`src/rtl/game_sequencer.sv`:
```
// Play-flow controller: idle -> datapath clear -> count-in -> play -> done, gating beat_tick into beat_step.
// Optional pause/re-count-in support is enabled by defining MUSEDASH_PAUSE_EN.
module game_sequencer #(
  parameter int ADDR_W      = 12,
  parameter int CHART_LEN   = 4096,
  parameter int COUNT_BEATS = 4,
  parameter int CLR_CYCLES  = 16
) (
  input  logic              clk,
  input  logic              rst_n,
  input  logic              beat_tick,
  input  logic              start,
  input  logic              pause,
  input  logic              chart_end,
  output logic              beat_step,
  output logic              dp_clr_n,
  output logic [ADDR_W-1:0] beat_idx,
  output logic [3:0]        count_val,
  output logic [2:0]        state,
  output logic              done
);

  localparam int CLR_W = $clog2(CLR_CYCLES + 1);
  localparam logic [CLR_W-1:0]  CLR_LAST   = CLR_W'(CLR_CYCLES - 1);
  localparam logic [ADDR_W-1:0] LAST_IDX   = ADDR_W'(CHART_LEN - 1);
  localparam logic [3:0]        COUNT_INIT = 4'(COUNT_BEATS);

  typedef enum logic [2:0] {
    S_IDLE  = 3'd0,
    S_CLEAR = 3'd1,
    S_COUNT = 3'd2,
    S_PLAY  = 3'd3,
    S_PAUSE = 3'd4,
    S_DONE  = 3'd5
  } state_t;

  state_t            state_reg, state_next;
  logic [ADDR_W-1:0] idx_reg, idx_next;
  logic [3:0]        count_reg, count_next;
  logic [CLR_W-1:0]  clr_reg, clr_next;
  logic              step_reg, step_next;
  logic              start_q;
  logic              start_rise;
  logic              pause_rise;
  logic              go_clear;

  assign start_rise = start & ~start_q;

`ifdef MUSEDASH_PAUSE_EN
  logic pause_q;

  always_ff @(posedge clk or negedge rst_n) begin
    if (!rst_n) begin
      pause_q <= 1'b0;
    end else begin
      pause_q <= pause;
    end
  end

  assign pause_rise = pause & ~pause_q;
`else
  logic pause_unused;

  assign pause_unused = pause;
  assign pause_rise   = 1'b0;
`endif

  // A new start press restarts the chart from any state except an ongoing clear.
  assign go_clear = start_rise && (state_reg != S_CLEAR);

  always_ff @(posedge clk or negedge rst_n) begin
    if (!rst_n) begin
      state_reg <= S_IDLE;
      idx_reg   <= '0;
      count_reg <= '0;
      clr_reg   <= '0;
      step_reg  <= 1'b0;
      start_q   <= 1'b0;
    end else begin
      state_reg <= state_next;
      idx_reg   <= idx_next;
      count_reg <= count_next;
      clr_reg   <= clr_next;
      step_reg  <= step_next;
      start_q   <= start;
    end
  end

  always_comb begin
    state_next = state_reg;
    idx_next   = idx_reg;
    count_next = count_reg;
    clr_next   = clr_reg;
    step_next  = 1'b0;
    case (state_reg)
      S_IDLE: ;
      S_CLEAR: begin
        clr_next = clr_reg + 1'b1;
        if (clr_reg == CLR_LAST) begin
          state_next = S_COUNT;
          count_next = COUNT_INIT;
          clr_next   = '0;
        end
      end
      S_COUNT: begin
        if (beat_tick) begin
          if (count_reg == 4'd1) begin
            state_next = S_PLAY;
            count_next = 4'd0;
          end else begin
            count_next = count_reg - 4'd1;
          end
        end
      end
      S_PLAY: begin
        if (beat_tick) begin
          step_next = 1'b1;
          // The index saturates on the last chart address; a chart_end marker earlier still advances it.
          if (idx_reg != LAST_IDX) begin
            idx_next = idx_reg + 1'b1;
          end
          if ((idx_reg == LAST_IDX) || chart_end) begin
            state_next = S_DONE;
          end else if (pause_rise) begin
            state_next = S_PAUSE;
          end
        end else if (pause_rise) begin
          state_next = S_PAUSE;
        end
      end
      S_PAUSE: begin
        if (pause_rise) begin
          state_next = S_COUNT;
          count_next = COUNT_INIT;
        end
      end
      S_DONE: ;
      default: state_next = S_IDLE;
    endcase

    if (go_clear) begin
      state_next = S_CLEAR;
      idx_next   = '0;
      count_next = '0;
      clr_next   = '0;
      step_next  = 1'b0;
    end
  end

  assign beat_step = step_reg;
  assign dp_clr_n  = (state_reg != S_CLEAR);
  assign beat_idx  = idx_reg;
  assign count_val = count_reg;
  assign state     = state_reg;
  assign done      = (state_reg == S_DONE);

endmodule
```
`config.mk`:
```
export PLATFORM = sky130hd
export DESIGN_NAME = game_sequencer
export DESIGN_NICKNAME = d
export VERILOG_FILES = /design/src/rtl/game_sequencer.sv
export SDC_FILE = /design/constraint.sdc
export NUM_CORES = 1
export LEC_CHECK = 0
export ABC_AREA = 1
export BUFFER_PORTS_ARGS = -buffer_cell sky130_fd_sc_hd__buf_2
export CORE_ASPECT_RATIO = 1.4
export CORE_MARGIN = 2
export CORE_UTILIZATION = 45
export DETAILED_ROUTE_END_ITERATION = 8
export PLACE_DENSITY = 0.72
export SLEW_MARGIN = 25
export SYNTH_ARGS = -nofsm -noshare
export SYNTH_HDL_FRONTEND = slang
export SYNTH_SLANG_ARGS = --single-unit
```
`constraint.sdc`:
```
create_clock -name clk -period 1.5 [get_ports clk]
set_input_delay 0 -clock clk [delete_from_list [all_inputs] [get_ports clk]]
set_output_delay 0 -clock clk [all_outputs]
set_load 0.005 [all_outputs]
```
==> impl_metrics.env <==
export IMPL_status="finished, final reports clean"
export IMPL_clock_root_buffer="clkbuf_8"
export IMPL_critical_path_class="register to register"
export IMPL_cts_inserted_buffers=3
export IMPL_ant_nets=0
export IMPL_routedWlPerCell_um=12.4
export IMPL_worstMarginPinSlew_ns=0.591
export IMPL_worstPathArrival_ns=1.64
export IMPL_cts_path_max_buffers=2
export IMPL_synth_fa_ha_area_frac=0.0318
export IMPL_fin_worst_skew_ns=0.00167
export IMPL_setup_worst_path_start="state[1]"
export IMPL_irDropWorstVdd_mv=0.951
export IMPL_power_density_nw_per_um2=1400
export IMPL_stdcell_area_um2=1960
export IMPL_clock_fmax_ghz=0.695
export IMPL_synth_ff_type="dfrtp_1"
export IMPL_path_clk_slew_ns=0.09
export IMPL_period_needed_ns=1.44
export IMPL_synth_seq_cells=26
export IMPL_synth_compound_area_frac=0.0922
export IMPL_rsz0062_at_grt="true"
export IMPL_relSlewSlack=0.606
export IMPL_area_delta_synth_final_pct=24.7
export IMPL_synth_nets=218
export IMPL_met2_length_um=1980
export IMPL_wl_met3_um=113
export IMPL_grt_pass1_wl_um=5970
export IMPL_async_flop_share=1.00
export IMPL_antenna_found_initial=0
export IMPL_finalWirelength_um=3600
export IMPL_fin_nets=261
export IMPL_hold_viol=0
export IMPL_p_total_mw=2.76
export IMPL_path_delay_family="flip-flops"
export IMPL_synth_largest_area_cell="dfrtp_1"
export IMPL_grt_total_usage=0.200
export IMPL_crit_fanout=7
export IMPL_antenna_cells=0
export IMPL_fp_coreArea_um2=3380
export IMPL_vias_per_cell=5.20
export IMPL_cap_viol_max_count=0
export IMPL_yosys_top_cells_area="dfrtp_1 41%, nand2_1 13%, nand3_1 7.6%"
export IMPL_fin_util=0.581
export IMPL_post_dp_hpwl_um=2780
export IMPL_synth_most_common_cell="nand2_1"
export IMPL_synth_cells=208
export IMPL_die_y_um=74.0
export IMPL_netlist_area_leader_share=0.413
export IMPL_critPathSlowestCell="dfrtp_2"
export IMPL_syn_cell_area_um2=1570
export IMPL_cts_num_sinks=26
export IMPL_drv_slew=0
export IMPL_dpl_instance_area_um2=1830
export IMPL_finalWeightedCongestion=0.875
export IMPL_top_layer_used="met4"
export IMPL_slowest_delay_ns=0.48
export IMPL_setup_viol=0
export IMPL_synth_warnings=0
export IMPL_layout_setup_ws_ns=0.0614
export IMPL_cp_end_kind="register"
export IMPL_drc=0
export IMPL_drt_met1_wl_um=1470
export IMPL_grt_ovfl_total=0
export IMPL_drive_above_1_share=0.300
export IMPL_io_buffer_count=26
export IMPL_hold_class="input port to register"
export IMPL_die_x_um=54.0
export IMPL_synth_cell_types=28
export IMPL_die_area_um2=3990
export IMPL_critPathLaunchType="register"
export IMPL_grt_max_degree=27
export IMPL_drtIter0Drc=45
export IMPL_worst_path_buf_inv=2
export IMPL_required_ns=1.70
export IMPL_worstPathCellList="inv_1 > nand3_2 > nand2_2 > buf_4 > nand3_1 > o21ai_2"
export IMPL_htree_levels=1
export IMPL_synth_xor_area_share=0.0223
export IMPL_avgSynthCellArea_um2=7.57
export IMPL_cts_tree="built"
export IMPL_rows=25
export IMPL_start_util=0.466
export IMPL_via_count=1509
export IMPL_fin_crit_sh=0.959
export IMPL_whs_ns=0.0856
export IMPL_synth_edf_count=0
export IMPL_synth_top_family_by_area="simple AND/OR/NAND/NOR gates"
export IMPL_pin_count=28
export IMPL_largest_reg_flops=12
export IMPL_yosysSeqAreaShare=0.413
export IMPL_hold_start="beat_tick"
export IMPL_firstDrtPassIters=4
export IMPL_synth_simple_area_share=0.369
export IMPL_insertion_delay_ns=0.27
export IMPL_synthMuxAreaShare=0
export IMPL_synth_common_cells="53 x nand2_1, 26 x dfrtp_1, 24 x nand3_1, 21 x inv_1, 16 x nor2_1"
export IMPL_first_global_vias=1443
export IMPL_regToRegStartpoint="state[1]"
export IMPL_p_leak_nw=0.976
export IMPL_dp_slack_ns=0.0899
-- through the flow --
stage / TNS [ns] / cells
2_1_floorplan: 0 / 208
3_3_place_gp: 0 / 283
3_5_place_dp: 0 / 283
4_1_cts: 0 / 289
5_1_grt: -0.100 / 290
6_report: 0 / 290
-- worst min-delay path, delay by kind of cell --
family,cells,cell delay (ns)
AND/OR/NAND/NOR,1,0.09
buffers and inverters,2,0.23
-- layout by cell type (no fill, tap or decap) --
cell / count
a21oi_1: 4
a21oi_2: 1
a22o_1: 1
a41oi_1: 1
buf_12: 1
buf_2: 26
buf_4: 10
clkbuf_8: 4
dfrtp_1: 24
dfrtp_2: 2
dlygate4sd3_1: 2
ha_1: 2
ha_2: 2
inv_1: 21
inv_2: 4
inv_4: 2
nand2_1: 51
nand2_2: 4
nand2_4: 2
nand3_1: 23
nand3_2: 2
nand3_4: 1
nand3b_1: 1
nand4_1: 10
nor2_1: 14
nor2_2: 6
nor2_4: 4
nor3_1: 3
o21ai_0: 2
o21ai_1: 11
o21ai_2: 3
o21bai_1: 1
or2_2: 1
xor2_1: 4
-- where the power goes --
part | internal (mW) | total [mW] | leakage [nW] | switching [mW]
Sequential | 0.857 | 1.02 | 0.348 | 0.160
Clock | 0.234 | 0.451 | 0.0288 | 0.216
Combinational | 0.501 | 1.29 | 0.599 | 0.788
Total | 1.59 | 2.76 | 0.976 | 1.16
-- worst paths after layout --
check / end / slack [ns] / depth (start not counted)
min in group asynchronous: beat_idx[5] / 0.26 / 2
min reg2reg: clr_reg[0] / 0.51 / 1
max: beat_idx[11] / 0.06 / 6
min: beat_step / 0.09 / 3
max reg2reg: beat_idx[11] / 0.06 / 6
max in group asynchronous: state[0] / 0.82 / 2
-- timing repair --
action	4_1_cts	5_1_grt
buffers inserted	0	1
endpoints found under the setup margin	0	20
hold buffers	2	0
gates resized for setup	0	14
endpoints found under the hold margin	27	0
-- layer usage --
layer | GRT usage | vias to the layer above
li1 | - | 769
met1 | 0.224 | 704
met2 | 0.378 | 34
met3 | 0.0201 | 2
met4 | 0.0722 | 0
met5 | 0 | -
-- logic make-up after synthesis --
kind of cell	after synthesis
DFF	26
xor gates and xnor gates	4
buffers and inverters	28
AOI/OAI and AO/OA	24
adders and majority gates	4
and+or+nand+nor	122
-- layout make-up --
class / count / area, um^2
timing repair buffer: 39 / 245
multi-input combinational: 154 / 853
clock buffer: 4 / 55.1
inverter: 27 / 106
tap: 40 / 50.0
fill: 330 / 1420
sequential: 26 / 653
No activity file was read; power rests on OpenSTA's default activity.
